## src/rtl/pong_pkg.sv

```systemverilog
// -----------------------------------------------------------------------------
// pong_pkg
// Shared types and constants for the pong game controller.
//   state_t      : FSM state encoding (also driven out on pong_ctrl.state)
//   WIN_*        : winner output codes
//   DEF_*        : default timing / scoring parameters
//   sat_inc      : score increment that saturates at a limit
// -----------------------------------------------------------------------------
package pong_pkg;

    typedef enum logic [2:0] {
        ST_IDLE  = 3'd0,
        ST_SERVE = 3'd1,
        ST_PLAY  = 3'd2,
        ST_WAIT  = 3'd3,
        ST_POINT = 3'd4,
        ST_OVER  = 3'd5
    } state_t;

    localparam logic [1:0] WIN_NONE = 2'b00;
    localparam logic [1:0] WIN_P1   = 2'b01;
    localparam logic [1:0] WIN_P2   = 2'b10;

    localparam int DEF_FRAME_DIV    = 833333;
    localparam int DEF_SERVE_FRAMES = 60;
    localparam int DEF_WIN_SCORE    = 7;

    // Increment a 4-bit score, never going past lim.
    function automatic logic [3:0] sat_inc(input logic [3:0] v, input logic [3:0] lim);
        logic [3:0] r;
        if (v >= lim) begin
            r = lim;
        end else begin
            r = v + 4'd1;
        end
        return r;
    endfunction

endpackage

```

## src/rtl/frame_timer.sv

```systemverilog
// -----------------------------------------------------------------------------
// frame_timer
// Free-running divider counting 0..DIV-1; tick is high for exactly the cycle
// on which the count has just wrapped back to 0.
// Ports:
//   clk   in  system clock
//   rst_n in  asynchronous active-low reset
//   tick  out one-cycle frame pulse (registered)
// -----------------------------------------------------------------------------
module frame_timer
    import pong_pkg::*;
#(
    parameter int DIV = DEF_FRAME_DIV
) (
    input  logic clk,
    input  logic rst_n,
    output logic tick
);

    localparam int CW = (DIV > 1) ? $clog2(DIV) : 1;
    localparam logic [CW-1:0] LAST = CW'(DIV - 1);
    localparam logic [CW-1:0] ONE  = CW'(1);

    logic [CW-1:0] cnt_r;
    logic          tick_r;

    // Divider counter; the tick register marks the wrap to zero.
    always_ff @(posedge clk or negedge rst_n) begin
        if (!rst_n) begin
            cnt_r  <= '0;
            tick_r <= 1'b0;
        end else if (cnt_r == LAST) begin
            cnt_r  <= '0;
            tick_r <= 1'b1;
        end else begin
            cnt_r  <= cnt_r + ONE;
            tick_r <= 1'b0;
        end
    end

    assign tick = tick_r;

endmodule

```

## src/rtl/pong_ctrl.sv

```systemverilog
// -----------------------------------------------------------------------------
// pong_ctrl
// Game-flow controller for pong: serve delay, per-frame physics step
// handshake, scoring, winner detection and frame-overrun detection.
// Ports:
//   CLOCK_50   in  system clock
//   rst_n      in  asynchronous active-low reset
//   start      in  level; rising edge starts/restarts a game from IDLE/OVER
//   pause      in  level; freezes serve countdown and new steps while high
//   step_req   out physics step request, held until step_done
//   step_done  in  physics step complete (qualifies miss_l/miss_r)
//   miss_l     in  ball passed the left paddle this step
//   miss_r     in  ball passed the right paddle this step
//   ball_reset out one-cycle recentre pulse
//   serve_dir  out 0 = serve left, 1 = serve right
//   p1_score   out left player score
//   p2_score   out right player score
//   winner     out 00 none, 01 p1, 10 p2
//   state      out current FSM state code
//   frame_tick out one-cycle frame pulse
//   overrun    out sticky: a frame tick arrived while a step was outstanding
// All outputs are registered.
// -----------------------------------------------------------------------------
module pong_ctrl
    import pong_pkg::*;
#(
    parameter int FRAME_DIV    = DEF_FRAME_DIV,
    parameter int SERVE_FRAMES = DEF_SERVE_FRAMES,
    parameter int WIN_SCORE    = DEF_WIN_SCORE
) (
    input  logic       CLOCK_50,
    input  logic       rst_n,
    input  logic       start,
    input  logic       pause,
    output logic       step_req,
    input  logic       step_done,
    input  logic       miss_l,
    input  logic       miss_r,
    output logic       ball_reset,
    output logic       serve_dir,
    output logic [3:0] p1_score,
    output logic [3:0] p2_score,
    output logic [1:0] winner,
    output logic [2:0] state,
    output logic       frame_tick,
    output logic       overrun
);

    localparam int            SC_W       = (SERVE_FRAMES > 1) ? $clog2(SERVE_FRAMES) : 1;
    localparam logic [SC_W-1:0] SERVE_LAST = SC_W'(SERVE_FRAMES - 1);
    localparam logic [SC_W-1:0] SC_ONE     = SC_W'(1);
    localparam logic [3:0]    WIN_S      = 4'(WIN_SCORE);

    logic            tick_s;
    logic            start_rise_s;

    state_t          state_r,      state_nxt_s;
    logic [SC_W-1:0] serve_cnt_r,  serve_cnt_nxt_s;
    logic [3:0]      p1_r,         p1_nxt_s;
    logic [3:0]      p2_r,         p2_nxt_s;
    logic [1:0]      winner_r,     winner_nxt_s;
    logic            serve_dir_r,  serve_dir_nxt_s;
    logic            step_req_r,   step_req_nxt_s;
    logic            ball_reset_r, ball_reset_nxt_s;
    logic            overrun_r,    overrun_nxt_s;
    logic            start_q_r;

    frame_timer #(
        .DIV (FRAME_DIV)
    ) u_frame_timer (
        .clk   (CLOCK_50),
        .rst_n (rst_n),
        .tick  (tick_s)
    );

    // History resets to 1 so a start held through reset does not look like an edge.
    assign start_rise_s = start & ~start_q_r;

    // Start edge-detector history.
    always_ff @(posedge CLOCK_50 or negedge rst_n) begin
        if (!rst_n) begin
            start_q_r <= 1'b1;
        end else begin
            start_q_r <= start;
        end
    end

    // Next-state and next-output logic for the game FSM.
    always_comb begin
        state_nxt_s      = state_r;
        serve_cnt_nxt_s  = serve_cnt_r;
        p1_nxt_s         = p1_r;
        p2_nxt_s         = p2_r;
        winner_nxt_s     = winner_r;
        serve_dir_nxt_s  = serve_dir_r;
        step_req_nxt_s   = 1'b0;
        ball_reset_nxt_s = 1'b0;
        overrun_nxt_s    = overrun_r;

        case (state_r)
            ST_IDLE, ST_OVER: begin
                if (start_rise_s) begin
                    p1_nxt_s         = 4'd0;
                    p2_nxt_s         = 4'd0;
                    winner_nxt_s     = WIN_NONE;
                    serve_dir_nxt_s  = 1'b0;
                    serve_cnt_nxt_s  = '0;
                    ball_reset_nxt_s = 1'b1;
                    state_nxt_s      = ST_SERVE;
                end else begin
                    state_nxt_s      = state_r;
                end
            end

            ST_SERVE: begin
                // Only unpaused frames advance the serve countdown.
                if (tick_s && !pause) begin
                    if (serve_cnt_r == SERVE_LAST) begin
                        serve_cnt_nxt_s = '0;
                        state_nxt_s     = ST_PLAY;
                    end else begin
                        serve_cnt_nxt_s = serve_cnt_r + SC_ONE;
                    end
                end else begin
                    serve_cnt_nxt_s = serve_cnt_r;
                end
            end

            ST_PLAY: begin
                if (tick_s && !pause) begin
                    step_req_nxt_s = 1'b1;
                    state_nxt_s    = ST_WAIT;
                end else begin
                    step_req_nxt_s = 1'b0;
                end
            end

            ST_WAIT: begin
                // A frame arriving while the step is still outstanding is lost.
                if (tick_s) begin
                    overrun_nxt_s = 1'b1;
                end else begin
                    overrun_nxt_s = overrun_r;
                end

                // Pause is deliberately not consulted: the handshake always completes.
                if (step_done) begin
                    step_req_nxt_s = 1'b0;
                    case ({miss_l, miss_r})
                        2'b00: begin
                            state_nxt_s = ST_PLAY;
                        end
                        2'b10: begin
                            p2_nxt_s        = sat_inc(p2_r, WIN_S);
                            serve_dir_nxt_s = 1'b0;
                            state_nxt_s     = ST_POINT;
                        end
                        2'b01: begin
                            p1_nxt_s        = sat_inc(p1_r, WIN_S);
                            serve_dir_nxt_s = 1'b1;
                            state_nxt_s     = ST_POINT;
                        end
                        default: begin
                            // Simultaneous miss: replay the serve, no point awarded.
                            ball_reset_nxt_s = 1'b1;
                            serve_cnt_nxt_s  = '0;
                            state_nxt_s      = ST_SERVE;
                        end
                    endcase
                end else begin
                    step_req_nxt_s = 1'b1;
                end
            end

            ST_POINT: begin
                if (p1_r == WIN_S) begin
                    winner_nxt_s = WIN_P1;
                    state_nxt_s  = ST_OVER;
                end else if (p2_r == WIN_S) begin
                    winner_nxt_s = WIN_P2;
                    state_nxt_s  = ST_OVER;
                end else begin
                    ball_reset_nxt_s = 1'b1;
                    serve_cnt_nxt_s  = '0;
                    state_nxt_s      = ST_SERVE;
                end
            end

            default: begin
                state_nxt_s = ST_IDLE;
            end
        endcase
    end

    // FSM state and registered outputs.
    always_ff @(posedge CLOCK_50 or negedge rst_n) begin
        if (!rst_n) begin
            state_r      <= ST_IDLE;
            serve_cnt_r  <= '0;
            p1_r         <= 4'd0;
            p2_r         <= 4'd0;
            winner_r     <= WIN_NONE;
            serve_dir_r  <= 1'b0;
            step_req_r   <= 1'b0;
            ball_reset_r <= 1'b0;
            overrun_r    <= 1'b0;
        end else begin
            state_r      <= state_nxt_s;
            serve_cnt_r  <= serve_cnt_nxt_s;
            p1_r         <= p1_nxt_s;
            p2_r         <= p2_nxt_s;
            winner_r     <= winner_nxt_s;
            serve_dir_r  <= serve_dir_nxt_s;
            step_req_r   <= step_req_nxt_s;
            ball_reset_r <= ball_reset_nxt_s;
            overrun_r    <= overrun_nxt_s;
        end
    end

    assign step_req   = step_req_r;
    assign ball_reset = ball_reset_r;
    assign serve_dir  = serve_dir_r;
    assign p1_score   = p1_r;
    assign p2_score   = p2_r;
    assign winner     = winner_r;
    assign state      = state_r;
    assign frame_tick = tick_s;
    assign overrun    = overrun_r;

endmodule

```

## config.mk

```make
export PLATFORM = sky130hd
export DESIGN_NAME = pong_ctrl
export DESIGN_NICKNAME = d
export VERILOG_FILES = /design/src/rtl/pong_pkg.sv /design/src/rtl/frame_timer.sv /design/src/rtl/pong_ctrl.sv
export SDC_FILE = /design/constraint.sdc
export NUM_CORES = 1
export LEC_CHECK = 0
export BUFFER_PORTS_ARGS = -buffer_cell sky130_fd_sc_hd__clkbuf_2
export CAP_MARGIN = 20
export CORE_MARGIN = 2
export CORE_UTILIZATION = 60
export CTS_CLUSTER_SIZE = 40
export DETAILED_ROUTE_END_ITERATION = 8
export PLACE_DENSITY = 0.85
export SKIP_LAST_GASP = 1
export SLEW_MARGIN = 30
export SYNTH_ARGS = -nofsm -noshare
export SYNTH_HDL_FRONTEND = slang
export SYNTH_SLANG_ARGS = --single-unit
```

## constraint.sdc

```tcl
create_clock -name CLOCK_50 -period 2.7 [get_ports CLOCK_50]
set_input_delay 0.27 -clock CLOCK_50 [delete_from_list [all_inputs] [get_ports CLOCK_50]]
set_output_delay 0.27 -clock CLOCK_50 [all_outputs]
set_load 0.03 [all_outputs]
```

==> results.sh <==
export IMPL_status="finished, final reports clean"
export IMPL_p_sw_share_pct=20.4
export IMPL_routed_via_density=6.04
export IMPL_wl_um=4960
export IMPL_grt_pass1_wl_um=8490
export IMPL_cp_top_family="simple AND/OR/NAND/NOR gates"
export IMPL_setup_viol=0
export IMPL_switchingPower_uw=253
export IMPL_vias=1920
export IMPL_start_kind="flop"
export IMPL_cp_cell_sequence="nor2_1 > nand2_1 > o21ai_2 > or2_1 > o21ai_0"
export IMPL_crit_fanout=16
export IMPL_clk_pin_slew_ns=0.09
export IMPL_vdd_drop_max_mv=0.262
export IMPL_core_um2=3940
export IMPL_cts_resized=0
export IMPL_hold_viol_final=0
export IMPL_synth_most_common_cell="dfrtp_1"
export IMPL_synth_area_top_cells="dfrtp_1 (46%), ha_1 (4.7%), nor2_1 (3.6%)"
export IMPL_detail_route_first_pass_iterations=4
export IMPL_critPathRequiredTime_ns=2.88
export IMPL_synthArstFlopShare_pct=100
export IMPL_nets=283
export IMPL_synth_ff_type="dfrtp_1"
export IMPL_clock_latency_ns=0.30
export IMPL_syn_instance_count=240
export IMPL_syn2layout_area_growth_pct=11.9
export IMPL_cts_sinks=45
export IMPL_r2r_setup_slack_ns=0.69
export IMPL_synth_edf_count=0
export IMPL_fp_dieH_um=67.5
export IMPL_avgSynthCellArea_um2=10.1
export IMPL_seqPwrFrac_pct=54.5
export IMPL_yosys_area_top_type="dfrtp_1"
export IMPL_crit_arrival_ns=2.20
export IMPL_slew_headroom_pct=55.4
export IMPL_grt_setup_unrepaired="false"
export IMPL_p_per_area_nw_per_um2=457
export IMPL_syn_area_um2=2420
export IMPL_max_freq_ghz=0.496
export IMPL_ant_nets=0
export IMPL_cp_num_buf_inv=0
export IMPL_die_area_um2=4560
export IMPL_antenna_found_initial=0
export IMPL_ctsLongestPathBuffers=2
export IMPL_yosysWarningCount=0
export IMPL_layout_setup_ws_ns=0.685
export IMPL_drive_above_1_share_pct=17.2
export IMPL_h_tree_depth=2
export IMPL_finalPower_mw=1.24
export IMPL_yosys_top_cells_count="dfrtp_1 (44), nor2_1 (23), nand2_1 (16)"
export IMPL_slowest_delay_ns=0.55
export IMPL_dr_first_iter_drc_count=142
export IMPL_drv_slew=0
export IMPL_combPwrFrac_pct=2.6
export IMPL_die_w_um=67.5
export IMPL_cell_internal_pwr_uw=985
export IMPL_final_core_utilization_pct=68.7
export IMPL_ioPinCount=25
export IMPL_crit_path_end_kind="flop"
export IMPL_cpMaxStageDelayCell="dfrtp_1"
export IMPL_drc_errors=0
export IMPL_syn_nets=256
export IMPL_post_place_ws_ns=0.699
export IMPL_tritoncts="done"
export IMPL_io_buffers=24
export IMPL_leakagePower_nw=1.30
export IMPL_grt_max_degree=28
export IMPL_root_buffer="clkbuf_8"
export IMPL_finalClockSkew_ns=0.0152
export IMPL_hpwl_um=3640
export IMPL_fin_setup_tns_ns=0
export IMPL_synth_seq_cells=45
export IMPL_pwr_share_clk_pct=42.8
export IMPL_antenna_cells=0
export IMPL_criticalPathCategory="flop to flop"
export IMPL_period_share_pct=74.6
export IMPL_grt_pass1_vias=1861
export IMPL_routedWlPerCell_um=15.6
export IMPL_initial_core_util_pct=61.4
export IMPL_cts_buffers=5
export IMPL_worst_pin_slew_ns=0.664
export IMPL_synth_top_area_share_pct=45.5
export IMPL_period_needed_ns=2.01
export IMPL_cap_violations=0
export IMPL_ys_types=54
export IMPL_synth_seq_area_share_pct=46.6
export IMPL_track_usage_pct=25.1
export IMPL_gp_congestion=0.825
export IMPL_row_count=23
export IMPL_grt_ovfl_total=0
export IMPL_hp_class="primary input to flop"
==> layer usage <==
| metal | global-route usage (%) | part of all wire (%) | wire [um] | vias to the layer above |
|---|---|---|---|---|
| met3 | 5.83 | 4.6 | 230 | 19 |
| met1 | 30.1 | 43 | 2120 | 921 |
| li1 | - | - | - | 916 |
| met4 | 11.5 | 3.1 | 153 | 0 |
| met2 | 42.6 | 50 | 2460 | 64 |
| met5 | 0 | 0 | 0 | - |
==> per-stage QoR <==
stage | cells | cell area [um^2] | hold WS [ns]
floorplan | 240 | 2420 | -0.0256
global placement | 309 | 2580 | 0.324
detailed placement | 309 | 2580 | 0.328
CTS | 318 | 2710 | 0.0608
global route | 318 | 2710 | 0.0522
finish | 318 | 2710 | 0.0643
==> what timing repair did <==
| action | in CTS | in global routing |
|---|---|---|
| setup buffers | 0 | 0 |
| hold buffers | 1 | 0 |
| hold endpoints to repair | 1 | 0 |
==> flip-flops by register name, summed over array words and instances, names as in the netlist <==
name                 flops
ball_reset               1
overrun                  1
p1_score                 4
p2_score                 4
serve_cnt_r              6
serve_dir                1
start_q_r                1
state                    3
step_req                 1
u_frame_timer.cnt_r     20
u_frame_timer.tick       1
winner                   2
==> power groups by stage <==
stage | Combinational, mW | Sequential [mW] | Clock (mW)
2_1_floorplan | 0.00877 | 0.688 | 0
3_3_place_gp | 0.0307 | 0.688 | 0
3_5_place_dp | 0.0320 | 0.688 | 0
4_1_cts | 0.0331 | 0.675 | 0.540
5_1_grt | 0.0375 | 0.675 | 0.571
6_report | 0.0324 | 0.675 | 0.530
==> cell families after synthesis <==
family / share of synthesized area, %
mux: 0.879
compound gates: 16.1
flops: 46.6
simple gates: 22.5
buf+inv: 3.52
fa+ha+maj: 4.65
xor+xnor: 5.79
==> cells in the final DEF, fill, tap and decap left out, drive strengths merged, types with 5 or more instances in the layout <==
cell type and instances:
o21ai 12, nand3 15, inv 12, a22o 5, nand2 16, nand2b 9, clkbuf 30, xor2 9
xnor2 7, ha 9, nor2 23, and3 7, dfrtp 44, a21oi 5
==> worst paths after layout <==
| kind | endpoint | start | depth (start not counted) |
|---|---|---|---|
| max in group asynchronous | start_q_r$_DFF_PN1_ | rst_n | 3 |
| max reg2reg | serve_cnt_r[1]$_DFFE_PN0P_ | state[0]$_DFFE_PN0P_ | 5 |
| min reg2reg | u_frame_timer.cnt_r[0]$_DFF_PN0_ | u_frame_timer.cnt_r[0]$_DFF_PN0_ | 1 |
| max | serve_cnt_r[1]$_DFFE_PN0P_ | state[0]$_DFFE_PN0P_ | 5 |
| min | start_q_r$_DFF_PN1_ | start | 1 |
| min in group asynchronous | state[0]$_DFFE_PN0P_ | rst_n | 2 |
==> cell type report <==
class,count,area [um^2]
fill,293,1230
multi-input combinational,176,1210
sequential,45,1130
timing repair buffer,27,145
clock buffer,6,82.6
tap,50,62.6
inverter,12,45.0
clock inverter,2,37.5
No activity file was read; power rests on OpenSTA's default activity.
